--- src/rtl/stream_mux_rr_pkg.sv ---
// Shared constants and helpers for the round-robin stream multiplexer.
// Holds the mode encodings and the select-width computation.
// No logic lives here.
package stream_mux_rr_pkg;

  localparam logic MODE_MANUAL = 1'b0;
  localparam logic MODE_RR     = 1'b1;

  // Ceiling log2 for elaboration-time width computation.
  function automatic int clog2(input int n);
    int r;
    r = 0;
    for (int v = 1; v < n; v = v << 1) begin
      r++;
    end
    return r;
  endfunction

  // Channel index width; never narrower than one bit.
  function automatic int sel_width(input int n);
    return (clog2(n) < 1) ? 1 : clog2(n);
  endfunction

endpackage

--- src/rtl/stream_mux_rr_arbiter.sv ---
// Round-robin arbiter: one-hot grant plus index for N_CH requesters.
// Latency: grant is combinational from req; pointer updates on the next edge.
// Backpressure: pointer moves only when advance is asserted by the consumer.
module rr_arbiter
  import stream_mux_rr_pkg::*;
#(
  parameter  int N_CH  = 4,
  localparam int SEL_W = sel_width(N_CH)
) (
  input  logic             clk,
  input  logic             rst_n,
  input  logic [N_CH-1:0]  req,
  input  logic             advance,
  output logic [N_CH-1:0]  grant_oh,
  output logic [SEL_W-1:0] grant_idx,
  output logic             grant_vld
);

  logic [SEL_W-1:0] ptr_q;
  logic [SEL_W-1:0] ptr_d;

  // First requester at or above ptr wins; otherwise wrap to the lowest requester.
  always_comb begin
    grant_oh  = '0;
    grant_idx = '0;
    grant_vld = 1'b0;
    for (int i = 0; i < N_CH; i++) begin
      if (!grant_vld && req[i] && (i >= int'(ptr_q))) begin
        grant_vld   = 1'b1;
        grant_idx   = SEL_W'(i);
        grant_oh[i] = 1'b1;
      end
    end
    for (int i = 0; i < N_CH; i++) begin
      if (!grant_vld && req[i]) begin
        grant_vld   = 1'b1;
        grant_idx   = SEL_W'(i);
        grant_oh[i] = 1'b1;
      end
    end
  end

  // After an accepted grant, the channel just served becomes lowest priority.
  always_comb begin
    ptr_d = ptr_q;
    if (advance) begin
      ptr_d = (int'(grant_idx) == N_CH - 1) ? '0 : grant_idx + 1'b1;
    end
  end

  // Pointer register.
  always_ff @(posedge clk) begin
    if (!rst_n) begin
      ptr_q <= '0;
    end else begin
      ptr_q <= ptr_d;
    end
  end

endmodule

--- src/rtl/stream_mux_rr.sv ---
// N-channel stream mux, manual select or round-robin, single registered output stage.
// Latency: 1 cycle input transfer to out_valid; 1 beat/cycle sustained.
// Backpressure: all in_ready drop while a held beat is not accepted downstream.
module stream_mux_rr
  import stream_mux_rr_pkg::*;
#(
  parameter  int DATA_W = 8,
  parameter  int N_CH   = 4,
  localparam int SEL_W  = sel_width(N_CH)
) (
  input  logic                     clk,
  input  logic                     rst_n,
  input  logic                     mode,
  input  logic [SEL_W-1:0]         sel,
  input  logic [N_CH-1:0]          in_valid,
  input  logic [N_CH*DATA_W-1:0]   in_data,
  output logic [N_CH-1:0]          in_ready,
  output logic                     out_valid,
  output logic [DATA_W-1:0]        out_data,
  output logic [SEL_W-1:0]         out_ch,
  input  logic                     out_ready
);

  logic [N_CH-1:0]   rr_gnt_oh;
  logic [SEL_W-1:0]  rr_gnt_idx;
  logic              rr_gnt_vld;
  logic [N_CH-1:0]   man_gnt_oh;
  logic              gnt_vld;
  logic [SEL_W-1:0]  gnt_idx;
  logic [N_CH-1:0]   gnt_oh;
  logic              load_en;
  logic              xfer;

  logic              out_valid_q;
  logic              out_valid_d;
  logic [DATA_W-1:0] out_data_q;
  logic [DATA_W-1:0] out_data_d;
  logic [SEL_W-1:0]  out_ch_q;
  logic [SEL_W-1:0]  out_ch_d;

  // The arbiter only advances on a real transfer made in round-robin mode.
  rr_arbiter #(
    .N_CH (N_CH)
  ) u_arb (
    .clk       (clk),
    .rst_n     (rst_n),
    .req       (in_valid),
    .advance   (xfer && (mode == MODE_RR)),
    .grant_oh  (rr_gnt_oh),
    .grant_idx (rr_gnt_idx),
    .grant_vld (rr_gnt_vld)
  );

  // Pick the grant source; an out-of-range sel simply matches no channel.
  always_comb begin
    man_gnt_oh = '0;
    gnt_vld    = 1'b0;
    gnt_idx    = '0;
    gnt_oh     = '0;
    for (int i = 0; i < N_CH; i++) begin
      if ((sel == SEL_W'(i)) && in_valid[i]) begin
        man_gnt_oh[i] = 1'b1;
      end
    end
    if (mode == MODE_RR) begin
      gnt_vld = rr_gnt_vld;
      gnt_idx = rr_gnt_idx;
      gnt_oh  = rr_gnt_oh;
    end else begin
      gnt_vld = |man_gnt_oh;
      gnt_idx = sel;
      gnt_oh  = man_gnt_oh;
    end
  end

  // Handshake: the output slot is free when empty or being drained this cycle.
  always_comb begin
    load_en  = !out_valid_q || out_ready;
    xfer     = rst_n && load_en && gnt_vld;
    in_ready = xfer ? gnt_oh : '0;
  end

  // Next output state: load on transfer, empty on drain, otherwise hold.
  always_comb begin
    out_valid_d = out_valid_q;
    out_data_d  = out_data_q;
    out_ch_d    = out_ch_q;
    if (xfer) begin
      out_valid_d = 1'b1;
      out_ch_d    = gnt_idx;
      for (int i = 0; i < N_CH; i++) begin
        if (gnt_oh[i]) begin
          out_data_d = in_data[i*DATA_W +: DATA_W];
        end
      end
    end else if (load_en) begin
      out_valid_d = 1'b0;
    end
  end

  // Output register stage.
  always_ff @(posedge clk) begin
    if (!rst_n) begin
      out_valid_q <= 1'b0;
      out_data_q  <= '0;
      out_ch_q    <= '0;
    end else begin
      out_valid_q <= out_valid_d;
      out_data_q  <= out_data_d;
      out_ch_q    <= out_ch_d;
    end
  end

  assign out_valid = out_valid_q;
  assign out_data  = out_data_q;
  assign out_ch    = out_ch_q;

endmodule

--- config.mk ---
export PLATFORM = sky130hd
export DESIGN_NAME = stream_mux_rr
export DESIGN_NICKNAME = d
export VERILOG_FILES = /design/src/rtl/stream_mux_rr_pkg.sv /design/src/rtl/stream_mux_rr_arbiter.sv /design/src/rtl/stream_mux_rr.sv
export SDC_FILE = /design/constraint.sdc
export NUM_CORES = 1
export LEC_CHECK = 0
export CAP_MARGIN = 5
export CORE_AREA = 8 8 62 64
export DETAILED_ROUTE_END_ITERATION = 6
export DIE_AREA = 0 0 70 72
export PLACE_DENSITY = 0.89
export SLEW_MARGIN = 10
export SYNTH_ARGS = -nofsm -noshare
export SYNTH_HDL_FRONTEND = slang
export SYNTH_HIERARCHICAL = 1
export SYNTH_SLANG_ARGS = --single-unit
--- constraint.sdc ---
create_clock -name clk -period 7 [get_ports clk]
set_clock_uncertainty 0.1 [all_clocks]
set_input_delay 1.4 -clock clk [delete_from_list [all_inputs] [get_ports clk]]
set_output_delay 1.4 -clock clk [all_outputs]
set_load 0.1 [all_outputs]
Word level (Yosys, flattened, before mapping)
Index checks and enable logic that the tools add are counted.
Word-level totals
  register bits after elaboration: 13
  input bits: 42
  output and inout bits: 15
Operators by class
  add/sub/neg operators: 1
  reduce and logical (&&, ||, !) cells: 31
  equality and inequality tests: 4
  $lt $le $gt $ge: 3
  mux-type cells: 37
Operators with widths (number)
  8-bit 2-to-1 mux: 4
  1-bit 2-to-1 mux: 23
  1-bit logical AND: 17
  2-bit 2-to-1 mux: 8
  1-bit zero test: 8
  4-bit 2-to-1 mux: 2
  2-bit by 1-bit == test with 1-bit output, second input constant: 2
  2-bit == test, second input constant: 2
  1-bit by 2-bit greater-or-equal comparator with 1-bit output, first input constant: 2
  4-bit nonzero test: 1
  4-bit OR reduction: 1
  2-bit by 1-bit adder with 2-bit output, second input constant: 1
  2-bit greater-or-equal comparator, first input constant: 1
  2-bit zero test: 1
  2-bit AND reduction: 1
  2-bit nonzero test: 1
  1-bit logical OR: 1

Depth between registers and ports, before layout
Gate-level depths: netlist (run 1).
  depth in word-level cells: 31
  gate-level depth with buffers: 10
  mapped depth without buffers: 8

Modules after synthesis
Netlist (run 1), hierarchy kept.
By module, submodules not included
  stream_mux_rr: cells an instance 114, area each 903.4 um^2, seq. area each 220.2 um^2, instances 1
  rr_arbiter: cells an instance 43, area each 290.3 um^2, seq. area each 40.0 um^2, instances 1

Worst setup path after synthesis (run 1)
Ideal clock, no wire load.
  kind: in2out
  from: input in_valid[0]
  to: output in_ready[3]
  setup slack: 1.177 ns
  data required time: 5.500 ns
  buffers on the path: 2
  cell stages on the path: 7
  arrival time: 4.323 ns
  cell sequence: buf_2 -> nor2b_1 -> o21ai_0 -> and2_1 -> a21oi_1 -> clkbuf_1 -> nor3_1
On the way
  elaborated cells between the ends (all ways): 34
RTL lines
  start: declaration: line stream_mux_rr.sv:15  | input logic [N_CH-1:0] in_valid,
  1-bit logical AND: line stream_mux_rr_arbiter.sv:28  | if (!grant_vld && req[i] && (i >= int'(ptr_q))) begin
  1-bit 2-to-1 mux: line stream_mux_rr_arbiter.sv:28
  1-bit zero test: line stream_mux_rr_arbiter.sv:28
  1-bit logical AND (2 in a row): line stream_mux_rr_arbiter.sv:28
  1-bit 2-to-1 mux: line stream_mux_rr_arbiter.sv:28
  1-bit zero test: line stream_mux_rr_arbiter.sv:28
  1-bit logical AND (2 in a row): line stream_mux_rr_arbiter.sv:28
  1-bit 2-to-1 mux: line stream_mux_rr_arbiter.sv:28
  [... 10 more ...]
  1-bit logical AND: line stream_mux_rr_arbiter.sv:35  | if (!grant_vld && req[i]) begin
  1-bit 2-to-1 mux: line stream_mux_rr_arbiter.sv:35
  1-bit zero test: line stream_mux_rr_arbiter.sv:35
  1-bit logical AND: line stream_mux_rr_arbiter.sv:35
  1-bit 2-to-1 mux *: line stream_mux_rr_arbiter.sv:35
  net rr_gnt_oh[3]: line stream_mux_rr.sv:24  | logic [N_CH-1:0] rr_gnt_oh;
  4-bit 2-to-1 mux *: line stream_mux_rr.sv:65  | if (mode == MODE_RR) begin
  4-bit 2-to-1 mux *: line stream_mux_rr.sv:80  | in_ready = xfer ? gnt_oh : '0;
  end: declaration: line stream_mux_rr.sv:17  | output logic [N_CH-1:0] in_ready,
The timed path passes the listed nets; every way through them passes the cells marked *.

Worst setup path after layout (run 1)
  from: input in_valid[2]
  to: output in_ready[1]
On the way
  word-level cells in the longest chain between the ends: 21
  elaborated cells between the ends (all ways): 26
Ends and longest elaborated chain
  1-bit logical AND (2 in a row): line stream_mux_rr_arbiter.sv:28
  1-bit 2-to-1 mux: line stream_mux_rr_arbiter.sv:28
  1-bit zero test: line stream_mux_rr_arbiter.sv:28
  1-bit logical AND: line stream_mux_rr_arbiter.sv:28
  1-bit 2-to-1 mux: line stream_mux_rr_arbiter.sv:28
  1-bit zero test: line stream_mux_rr_arbiter.sv:35
  1-bit logical AND: line stream_mux_rr_arbiter.sv:35
  1-bit 2-to-1 mux: line stream_mux_rr_arbiter.sv:35
  [... 4 more ...]
  1-bit logical AND: line stream_mux_rr_arbiter.sv:35
  1-bit 2-to-1 mux: line stream_mux_rr_arbiter.sv:35
  1-bit zero test: line stream_mux_rr_arbiter.sv:35
  1-bit logical AND: line stream_mux_rr_arbiter.sv:35
  1-bit 2-to-1 mux: line stream_mux_rr_arbiter.sv:35
  1-bit 2-to-1 mux: line stream_mux_rr.sv:65
  1-bit logical AND: line stream_mux_rr.sv:79  | xfer = rst_n && load_en && gnt_vld;
  4-bit 2-to-1 mux *: line stream_mux_rr.sv:80
Every way passes the cells marked *; elsewhere a longest branch is shown, timed or not.

==> summary.md, run 1 <==
| Metric | Value |
|---|---|
| Via-per-instance ratio | 5.533 |
| Required time at the endpoint of the critical path | 5.50 ns |
| Aggregate global-route resource usage | 13.95% |
| Arrival time of data at the critical path endpoint | 4.23 ns |
| CTS Hold Bufs | 0 |
| Share of post-route cells with drive strength above 1 | 8.213% |
| Flip-flop cell with the highest count after synthesis | dfxtp_1 |
| Yosys top cell area share | 21.80% |
| Sink count of the clock tree | 13 |
| Number of antenna violations at the first check in global routing | 0 |
| Tightest Hold Check Type | flip-flop to flip-flop |
| Pwr Density | 157.1 nW/um^2 |
| Worst Setup Start Kind | input port |
| Synth unique cells | 40 |
| Part of the power in registers | 30.9% |
| Clock transition at path regs | 0.08 ns |
| Clock network fraction of design power | 17.0% |
| 1st-pass router iterations | 5 |
| Portion of total power attributed to combinational logic | 52.0% |
| Number of DRC violations after detailed routing | 0 |
| Routed length per placed instance | 15.23 um |
| Area of all sequential standard cells | 260.3 sq um |
| Area of the placeable core | 2903 sq um |
| Maximum level of the CTS H-tree | 1 |
| Placement row count | 20 |
| Headroom to the max-slew limit | 32.98% |
| Vias post-DR | 1328 |
| Placed cells | 236 |
| Initial cell density of the core | 41.12% |
| GPL Wtd Cong | 0.8102 |
| Number of synthesized flops with an enable pin | 0 |
| Result of the run | finished, final reports clean |
| Total I/O pin count | 57 |
| Largest net degree at the start of global routing | 21 |
| Total grt overflow | 0 |
| Final worst-path cycle share | 81.90% |
| Number of hold violations in the final report | 0 |
| Final Non-Filler Cells | 240 |
| Master of the slowest instance on the critical path | clkdlybuf4s50_1 |
| Clock latency reported for the late side of the worst-skew pair | 0.27 ns |
| Net switching power of the design | 118.5 uW |
| Deepest clock path buffer count | 2 |
| Post-CTS Repair Setup Buffers | 0 |
| Layout-stage area growth over the synthesis result | 47.48% |
| Synth Net Count | 199 |
| Pins Over Slew Limit | 0 |
| Antenna cells | 0 |
| Synth Instances | 157 |
| X dimension of the die | 70 um |
| Fin Setup TNS | 0 ns |
| Number of nets in the final layout | 250 |
| Number of resized instances in the post-cts repair step | 0 |
| F_max | 174.4 MHz |
| Number of register bits inferred by synthesis | 13 |
| Post-Synthesis Cell Area | 1194 sq um |
| Maximum resistive drop on vdd | 0.1313 mV |
| Die Outline Area | 5040 sq um |
| Synth Area per Inst | 7.603 sq um |
| Global-route wire length before repair | 6.030 mm |
| Worst slew pin tran | 1.002 ns |
| Chain of cells forming the critical path | clkdlybuf4s50_1 -> mux4_2 -> nor2_1 -> or3_1 -> nor2_1 -> clkdlybuf4s50_1 |
| Clock period minus worst slack | 5.733 ns |
| Multi-input logic area | 814.5 sq um |
| Category of the critical setup timing path | input port to primary output |
| CTS tree | done |
| Number of fill cells in the layout | 262 |
| Slowest cell delay on critical path | 1.15 ns |
| Number of nets still failing antenna checks after routing | 0 |
| Dpl hpwl | 2.931 mm |
| Final Routed Wirelength | 3.654 mm |
| Top area cells in the synthesized netlist | dfxtp_1 22%, mux2i_1 7.5%, nand3_1 6.7% |
| Sw Ratio | 42.84% |
| Clock root buffer master | clkbuf_4 |
| Internal power consumption | 158.1 uW |
| Total of max-cap violations | 0 |
| Share of flip-flops with an asynchronous set or reset | 0% |
| Proportion of synthesized chip area in sequential cells | 21.80% |
| Highest net fanout along the worst path | 11 |
| Crit end category | primary output |
| Number of buffers inserted during clock tree synthesis | 3 |
| Top post-synthesis cells by count | 16 x nand3_1, 16 x nor2_1, 14 x nand2_1 |
| Number of buffer cells added on primary ports | 56 |
| 1st-iter DRT viols | 99 |
| Setup violations, final | 0 |
| Warning count from the yosys run | 6 |
| Die height | 72 um |
| RSZ-0062 raised after global routing | no |
| Number of global-route vias before repair | 1367 |
| Leakage power | 0.0006992 uW |
| Post-synth top area cell | dfxtp_1 |
[through the flow]
step	power (uW)	setup WS [ns]	area (sq um)	util, %	hold slack [ns]
floorplan	185.5	1.177	1194	-	0.4433
global placement	229.7	1.315	1734	59.74	0.3444
detailed placement	231.2	1.283	1734	59.74	0.3501
CTS	277.7	1.267	1760	60.65	0.3660
global route	293.8	1.122	1760	60.65	0.3928
finish	276.6	1.267	1760	60.65	0.3653
[sequential cells by signal (all words and copies together) (netlist names)]
register     count
out_data         8
out_ch           2
out_valid        1
u_arb/ptr_q      2
[power groups by stage]
stage          combinational, uW  clock, uW  sequential [uW]
6_report                     144       47.1             85.6
4_1_cts                      144       47.7             85.6
3_5_place_dp                 144          0             87.3
3_3_place_gp                 142          0             87.3
2_1_floorplan               60.4          0              125
5_1_grt                      153       54.5             86.7
[cell families (layout without fill, tap and decap cells)]
| logic type | Yosys count | in the layout | share of synthesized area, % |
|---|---|---|---|
| multiplexers | 10 | 10 | 9.434 |
| AO/OA/AOI/OAI | 53 | 53 | 35.12 |
| flip-flops | 13 | 13 | 21.80 |
| buffers and inverters | 23 | 73 | 9.958 |
| AND/OR/NAND/NOR | 58 | 58 | 23.69 |
[critical path, delay by kind of cell]
kind / cells / cell delay (ns)
AND/OR/NAND/NOR: 3 / 0.68
buffers and inverters: 2 / 1.83
multiplexers: 1 / 0.32
[layout make-up]
| class | count | share of cell area (%) |
|---|---|---|
| inverter | 10 | 2.132 |
| timing repair buffer | 59 | 32.98 |
| clock buffer | 4 | 1.493 |
| multi-input combinational | 121 | 46.27 |
| tap | 33 | 2.345 |
| sequential | 13 | 14.78 |
[final timing paths]
| path | endpoint | cells past startpoint | startpoint | slack (ns) |
|---|---|---|---|---|
| max | in_ready[1] | 6 | in_valid[2] | 1.27 |
| min | out_data[6] | 2 | out_data[6] | 0.37 |
| max reg2reg | out_data[4] | 8 | u_arb/ptr_q[1] | 4.70 |
| min reg2reg | out_data[6] | 2 | out_data[6] | 0.37 |
[layout by cell type (no fill, tap or decap), types with 3 or more instances in the layout]
| cell | instances |
|---|---|
| a21oi_1 | 6 |
| a22oi_1 | 9 |
| and2_1 | 4 |
| buf_4 | 4 |
| clkbuf_4 | 3 |
| clkdlybuf4s50_1 | 55 |
| dfxtp_1 | 13 |
| inv_1 | 8 |
| mux2i_1 | 9 |
| nand2_1 | 14 |
| nand3_1 | 16 |
| nor2_1 | 16 |
| o211a_1 | 8 |
| o21ai_0 | 12 |
[per-layer routing]
| metal | routed length (um) | up-vias | track usage, % |
|---|---|---|---|
| met1 | 1623 | 595 | 16.32 |
| li1 | - | 680 | - |
| met3 | 298 | 2 | 5.730 |
| met4 | 13 | 0 | 3.125 |
| met2 | 1719 | 51 | 23.25 |
| met5 | 0 | - | 0 |
No activity file was read; power rests on OpenSTA's default activity.
==> run 2, diff against run 1 <==
- CORE_AREA: 8 8 62 64 -> 8 8 63 65
- DIE_AREA: 0 0 70 72 -> 0 0 71 73
- PLACE_DENSITY: 0.89 -> 0.86
- clock period: 7 -> 5.6 ns (I/O delays scaled with it)
==> run 2 against run 1 <==
Compared with the run above:
- hold slack lost 0.0068 ns
- global-route usage down 0.33 points
- register-to-register slack worse by 1.7 ns
- sequential share of layout area increased by 0.13 points
- sequential cell count is the same
- first-iteration DRC count is 5.1% higher
- sequential power is 25% higher
- clock-buffer cell count unchanged
- design area fell by 0.85%
==> summary.md, run 2 (synthesized netlist as in run 1, its figures left out) <==
| Metric | Value |
|---|---|
| Category of the critical setup timing path | input port to primary output (unchanged) |
| F_max | 213.6 MHz |
| Pwr Density | 197.1 nW/um^2 (was 157.1 nW/um^2) |
| Net switching power of the design | 147.0 uW (was 118.5 uW) |
| Clock period minus worst slack | 4.682 ns |
| Number of DRC violations after detailed routing | 0 (unchanged) |
| Multi-input logic area | 814.5 sq um (unchanged) |
| 1st-iter DRT viols | 104 (was 99) |
| Tightest Hold Check Type | flip-flop to flip-flop (unchanged) |
| Setup violations, final | 0 (unchanged) |
| Number of buffers inserted during clock tree synthesis | 3 (unchanged) |
| Area of the placeable core | 2953 sq um (was 2903 sq um) |
| Most frequent standard cell in the layout excluding fill and tap cells | clkdlybuf4s50_1 (unchanged) |
| Total of max-cap violations | 0 (unchanged) |
| Headroom to the max-slew limit | 33.20% (was 32.98%) |
| Highest net fanout along the worst path | 11 (unchanged) |
| R2r setup slk | 3.03 ns (was 4.70 ns) |
| Number of buffer cells added on primary ports | 56 (unchanged) |
| R2R Path End | out_data[5] (was out_data[4]) |
| Cell count of the worst hold path | 2 (unchanged) |
| Buffers plus inverters on the worst setup path | 2 (unchanged) |
| RSZ-0062 raised after global routing | no (unchanged) |
| Number of nets still failing antenna checks after routing | 0 (unchanged) |
| Maximum level of the CTS H-tree | 1 (unchanged) |
| Final Routed Wirelength | 3.661 mm (was 3.654 mm) |
| Cells on worst reg2reg path | 7 (was 8) |
| Die Outline Area | 5183 sq um (was 5040 sq um) |
| Number of global-route vias before repair | 1232 (was 1367) |
| Worst Setup Start Kind | input port (unchanged) |
| GPL Wtd Cong | 0.8524 (was 0.8102) |
| Antenna cells | 0 (unchanged) |
| Design Power | 344.0 uW (was 276.6 uW) |
| Maximum resistive drop on vdd | 0.07774 mV (was 0.1313 mV) |
| Number of antenna violations at the first check in global routing | 0 (unchanged) |
| Post-placement cell area | 1719 sq um (was 1734 sq um) |
| Clock latency reported for the late side of the worst-skew pair | 0.27 ns (about the same) |
| Worst hold path startpoint | out_data[6] (unchanged) |
| Final worst-path cycle share | 83.61% |
| Via-per-instance ratio | 5.682 (was 5.533) |
| Required time at the endpoint of the critical path | 4.38 ns (was 5.50 ns) |
| Number of hold violations in the final report | 0 (unchanged) |
| Leakage power | 0.0007008 uW (was 0.0006992 uW) |
| Number of fill cells in the layout | 273 (was 262) |
| Part of the power in registers | 31.0% (was 30.9%) |
| Clock network fraction of design power | 16.9% (was 17.0%) |
| Top library cells by usage in the layout, fill and taps aside | 52 x clkdlybuf4s50_1, 16 x nor2_1, 16 x nand3_1 (was 55 x clkdlybuf4s50_1, 16 x nor2_1, 16 x nand3_1) |
| Global-route wire length before repair | 5.809 mm (was 6.030 mm) |
| Clock root buffer master | clkbuf_4 (unchanged) |
| Sink count of the clock tree | 13 (unchanged) |
| Area of all sequential standard cells | 260.3 sq um (unchanged) |
| Share of post-route cells with drive strength above 1 | 9.223% (was 8.213%) |
| Number of resized instances in the post-cts repair step | 0 (unchanged) |
| Clock transition at path regs | 0.08 ns (about the same) |
| Slowest cell delay on critical path | 0.74 ns (was 1.15 ns) |
| Sw Ratio | 42.72% (was 42.84%) |
| CTS tree | done (unchanged) |
| Placement row count | 20 (unchanged) |
| End of the worst hold path | out_data[6] (unchanged) |
| Largest net degree at the start of global routing | 21 (unchanged) |
| Internal power consumption | 197.0 uW (was 158.1 uW) |
| Master of the slowest instance on the critical path | a21oi_1 (was clkdlybuf4s50_1) |
| Number of nets in the final layout | 249 (was 250) |
| X dimension of the die | 71 um (was 70 um) |
| Routed length per placed instance | 15.32 um (was 15.23 um) |
| 1st-pass router iterations | 4 (was 5) |
| Die height | 73 um (was 72 um) |
| Arrival time of data at the critical path endpoint | 3.46 ns (was 4.23 ns) |
| Aggregate global-route resource usage | 13.62% (was 13.95%) |
| Fin Setup TNS | 0 ns (unchanged) |
| Layout-stage area growth over the synthesis result | 46.23% (was 47.48%) |
| Post-CTS Repair Setup Buffers | 0 (unchanged) |
| Final instance area | 1745 sq um (was 1760 sq um) |
| Portion of total power attributed to combinational logic | 52.1% (was 52.0%) |
| Dpl hpwl | 2.937 mm (was 2.931 mm) |
| Worst slew pin tran | 0.9988 ns (was 1.002 ns) |
| Initial cell density of the core | 40.42% (was 41.12%) |
| Startpoint of the most critical register-to-register path | u_arb/ptr_q[1] (unchanged) |
| Max reg flops | 8 (unchanged) |
| Top cell family by delay on the critical path | buffers and inverters (unchanged) |
| Chain of cells forming the critical path | clkdlybuf4s50_1 -> nor2_1 -> o21a_1 -> and2_1 -> a21oi_1 -> nor3_1 -> buf_4 (was clkdlybuf4s50_1 -> mux4_2 -> nor2_1 -> or3_1 -> nor2_1 -> clkdlybuf4s50_1) |
| Total I/O pin count | 57 (unchanged) |
| Vias post-DR | 1358 (was 1328) |
| Result of the run | finished, final reports clean (unchanged) |
| Total grt overflow | 0 (unchanged) |
| CTS Hold Bufs | 0 (unchanged) |
| Pins Over Slew Limit | 0 (unchanged) |
| Deepest clock path buffer count | 2 (unchanged) |
| Crit end category | primary output (unchanged) |
==> run 2: cell types whose count changed in the layout (fill, tap and decap cells not counted) <==
cell             change
clkdlybuf4s50_1      -3
buf_4                +2
==> run 2: how the worst max path moves through the flow <==
| stage | from | endpoint | slack, ns | cells after the start |
|---|---|---|---|---|
| finish | in_valid[2] | in_ready[3] | 0.92 | 7 |
| global route | in_valid[2] | in_ready[3] | 0.77 | 7 |
| CTS | in_valid[2] | in_ready[3] | 0.94 | 7 |
| detailed placement | in_valid[2] | in_ready[3] | 0.93 | 7 |
| global placement | in_valid[2] | in_ready[3] | 1.01 | 7 |
| floorplan | in_valid[0] | in_ready[3] | 0.34 | 7 |
==> run 2: power groups by stage <==
stage / combinational [uW] / sequential (uW) / clock [uW]
2_1_floorplan: 75.5 / 156 / 0
3_5_place_dp: 178 / 109 / 0
5_1_grt: 189 / 108 / 66.0
4_1_cts: 179 / 107 / 58.7
6_report: 179 / 107 / 58.1
3_3_place_gp: 176 / 109 / 0
==> run 2: metrics by stage <==
| stage | hold WS (ns) | utilization (%) | setup WS, ns | instances |
|---|---|---|---|---|
| final | 0.3585 | 59.11 | 0.9178 | 239 |
| after global routing | 0.3791 | 59.11 | 0.7696 | 239 |
| after CTS | 0.3594 | 59.11 | 0.9357 | 239 |
| after detailed placement | 0.3482 | 58.22 | 0.9350 | 235 |
| after global placement | 0.3419 | 58.22 | 1.011 | 235 |
| after floorplan | 0.4433 | - | 0.3368 | 157 |
==> run 2: per-layer routing <==
layer	track usage, %	vias up	share of wire [%]	routed length, um
li1	-	679	-	-
met1	17.51	618	44	1620
met5	0	-	0	0
met3	2.473	5	6.3	232
met2	21.73	56	48	1758
met4	5.543	0	1.3	49
==> run 2: area by class of cell <==
class	count	area share, %
Sequential cell	13	14.91
Multi-Input combinational cell	121	46.67
Timing Repair Buffer	58	32.40
Clock buffer	4	1.505
Inverter	10	2.151
Tap cell	33	2.366
==> run 2: worst reg2reg max path, cell delays in order (launching register included) <==
cell and delay (ns):
dfxtp_1 0.45, nor2b_1 0.16, o21ai_0 0.10, and2_1 0.17, a21oi_1 0.74, nor2_1 0.32, a22oi_1 0.29, mux2i_1 0.11
==> run 3, diff against run 2 <==
- CORE_AREA: 8 8 63 65 -> 8 8 66 68
- DIE_AREA: 0 0 71 73 -> 0 0 74 76
- PLACE_DENSITY: 0.86 -> 0.82
- clock period: 5.6 -> 4.1 ns (I/O delays scaled with it)
==> run 3 against run 2 <==
Compared with the run above:
- combinational power is 40% higher
- worst setup slack got worse by 0.58 ns
- global-route usage increased by 0.29 points
- non-clock buffer count is 1 higher
- register-to-register slack worse by 1.3 ns
- utilization fell by 6.0 points
- first-iteration DRC count shrank 8.7%
- sequential cell count unchanged
- largest power group unchanged
==> summary.md, run 3 (synthesized netlist as in run 1, its figures left out) <==
| Metric | Value |
|---|---|
| End of the worst hold path | out_data[6] (unchanged) |
| Number of resized instances in the post-cts repair step | 0 (unchanged) |
| GPL Wtd Cong | 0.8114 (was 0.8524) |
| Placement row count | 22 (was 20) |
| Number of DRC violations after detailed routing | 0 (unchanged) |
| Master of the slowest instance on the critical path | clkdlybuf4s50_1 (was a21oi_1) |
| Final worst-path cycle share | 91.67% |
| Maximum resistive drop on vdd | 0.1892 mV (was 0.07774 mV) |
| Leakage power | 0.0007184 uW (was 0.0007008 uW) |
| Number of nets in the final layout | 250 (was 249) |
| Top library cells by usage in the layout, fill and taps aside | 52 x clkdlybuf4s50_1, 16 x nor2_1, 16 x nand3_1 (unchanged) |
| Final Routed Wirelength | 3.803 mm (was 3.661 mm) |
| Met2 wire len | 1.803 mm (was 1.758 mm) |
| Top cell family by delay on the critical path | buffers and inverters (unchanged) |
| Clock latency reported for the late side of the worst-skew pair | 0.27 ns (about the same) |
| Vias post-DR | 1345 (was 1358) |
| Max reg flops | 8 (unchanged) |
| Number of hold violations in the final report | 0 (unchanged) |
| Headroom to the max-slew limit | 33.14% (was 33.20%) |
| Final critical-path setup slack | 0.3415 ns (was 0.9178 ns) |
| Deepest clock path buffer count | 2 (unchanged) |
| Layout-stage area growth over the synthesis result | 53.04% (was 46.23%) |
| Area of the placeable core | 3441 sq um (was 2953 sq um) |
| Dpl ws | 0.3712 ns (was 0.9350 ns) |
| Result of the run | finished, final reports clean (unchanged) |
| Buffers plus inverters on the worst setup path | 2 (unchanged) |
| Min Hold Slack | 0.3634 ns (was 0.3585 ns) |
| Worst hold path startpoint | out_data[6] (unchanged) |
| CTS tree | done (unchanged) |
| Total I/O pin count | 57 (unchanged) |
| Metal-1 WL | 1.563 mm (was 1.620 mm) |
| Tightest Hold Check Type | flip-flop to flip-flop (unchanged) |
| Chain of cells forming the critical path | clkdlybuf4s50_1 -> mux4_2 -> nor2_1 -> or3_1 -> nor2_1 -> buf_12 (was clkdlybuf4s50_1 -> nor2_1 -> o21a_1 -> and2_1 -> a21oi_1 -> nor3_1 -> buf_4) |
| Highest metal layer used by the detailed router | met4 (unchanged) |
| Crit end category | primary output (unchanged) |
| 1st-iter DRT viols | 95 (was 104) |
| Number of buffer cells added on primary ports | 56 (unchanged) |
| RSZ-0062 raised after global routing | no (unchanged) |
| Via-per-instance ratio | 5.275 (was 5.682) |
| Startpoint of the most critical register-to-register path | u_arb/ptr_q[1] (unchanged) |
| Aggregate global-route resource usage | 13.91% (was 13.62%) |
| Highest net fanout along the worst path | 11 (unchanged) |
| Clock transition at path regs | 0.07 ns (was 0.08 ns) |
| Clock root buffer master | clkbuf_4 (unchanged) |
| Setup violations, final | 0 (unchanged) |
| Die Outline Area | 5624 sq um (was 5183 sq um) |
| Cells on worst reg2reg path | 8 (was 7) |
| Clock period minus worst slack | 3.759 ns |
| F_max | 266.1 MHz |
| Cell count of the worst hold path | 2 (unchanged) |
| X dimension of the die | 74 um (was 71 um) |
| R2R Path End | out_data[5] (unchanged) |
| Category of the critical setup timing path | input port to primary output (unchanged) |
| Fin Setup TNS | 0 ns (unchanged) |
| Number of antenna violations at the first check in global routing | 0 (unchanged) |
| Total grt overflow | 0 (unchanged) |
| Slowest cell delay on critical path | 0.70 ns (was 0.74 ns) |
| R2r setup slk | 1.73 ns (was 3.03 ns) |
| Most frequent standard cell in the layout excluding fill and tap cells | clkdlybuf4s50_1 (unchanged) |
| Dpl hpwl | 3.063 mm (was 2.937 mm) |
| Antenna cells | 0 (unchanged) |
| Worst path most repeated cell | nor2_1 |
| Arrival time of data at the critical path endpoint | 2.84 ns (was 3.46 ns) |
| Worst slew pin tran | 0.9997 ns (was 0.9988 ns) |
| Share of post-route cells with drive strength above 1 | 10.14% (was 9.223%) |
| Required time at the endpoint of the critical path | 3.18 ns (was 4.38 ns) |
| Die height | 76 um (was 73 um) |
| Sink count of the clock tree | 13 (unchanged) |
| Total of max-cap violations | 0 (unchanged) |
| Post-CTS Repair Setup Buffers | 0 (unchanged) |
| Worst Setup Start Kind | input port (unchanged) |
| CTS Hold Bufs | 0 (unchanged) |
| Number of buffers inserted during clock tree synthesis | 3 (unchanged) |
| Largest net degree at the start of global routing | 20 (was 21) |
| Number of nets still failing antenna checks after routing | 0 (unchanged) |
| Pins Over Slew Limit | 0 (unchanged) |
| Routed length per placed instance | 14.91 um (was 15.32 um) |
| 1st-pass router iterations | 4 (unchanged) |
| Initial cell density of the core | 34.69% (was 40.42%) |
| Maximum level of the CTS H-tree | 1 (unchanged) |
| Pwr Density | 260.1 nW/um^2 (was 197.1 nW/um^2) |
| Global-route wire length before repair | 6.375 mm (was 5.809 mm) |
| Number of global-route vias before repair | 1339 (was 1232) |
| Routed met3 length | 430 um (was 232 um) |
| Number of fill cells in the layout | 346 (was 273) |
[run 3: cell count changes in the layout (fill, tap and decap cells not counted)]
cell	before	now
buf_12	0	4
buf_4	6	3
nor3_1	1	0
nor3_2	0	1
[run 3: worst max-delay path by stage]
stage / start / end / slack (ns) / cells past startpoint
floorplan: in_valid[0] / in_ready[2] / 0.10 / 8
global placement: in_valid[2] / in_ready[0] / 0.38 / 6
CTS: in_valid[2] / in_ready[2] / 0.36 / 6
global route: in_valid[2] / in_ready[2] / 0.22 / 6
detailed placement: in_valid[2] / in_ready[0] / 0.37 / 6
finish: in_valid[2] / in_ready[2] / 0.34 / 6
[run 3: where the power goes]
| group | internal (uW) | leakage [uW] | total (uW) | switching, uW |
|---|---|---|---|---|
| Combinational | 98.7 | 0.000597 | 251 | 152 |
| Clock | 37.7 | 0.0000150 | 78.5 | 40.8 |
| Sequential | 137 | 0.000106 | 146 | 8.91 |
[run 3: worst min-delay path, stage by stage, from the launching register on]
cell and delay [ns]:
dfxtp_1 0.31, nand2_1 0.05, mux2i_1 0.05
[run 3: final cells by class]
type	count	area [sq um]	area share (%)
clock buffer	4	26.28	1.438
inverter	10	37.54	2.055
multi-input combinational	121	819.5	44.86
sequential	13	260.3	14.25
tap	48	60.06	3.288
timing repair buffer	59	623.1	34.11
[run 3: layer usage]
layer / track usage [%] / vias up
met2: 21.74 / 53
met3: 7.237 / 2
met5: 0 / -
met1: 16.65 / 609
li1: - / 681
met4: 1.800 / 0
[run 3: stage by stage]
step	cell area, sq um	util (%)	std cells	total power [uW]
global route	1827	53.09	255	504.2
finish	1827	53.09	255	475.2
floorplan	1199	-	157	317.1
CTS	1827	53.09	255	479.4
detailed placement	1800	52.33	251	400.3
global placement	1800	52.33	251	398.0
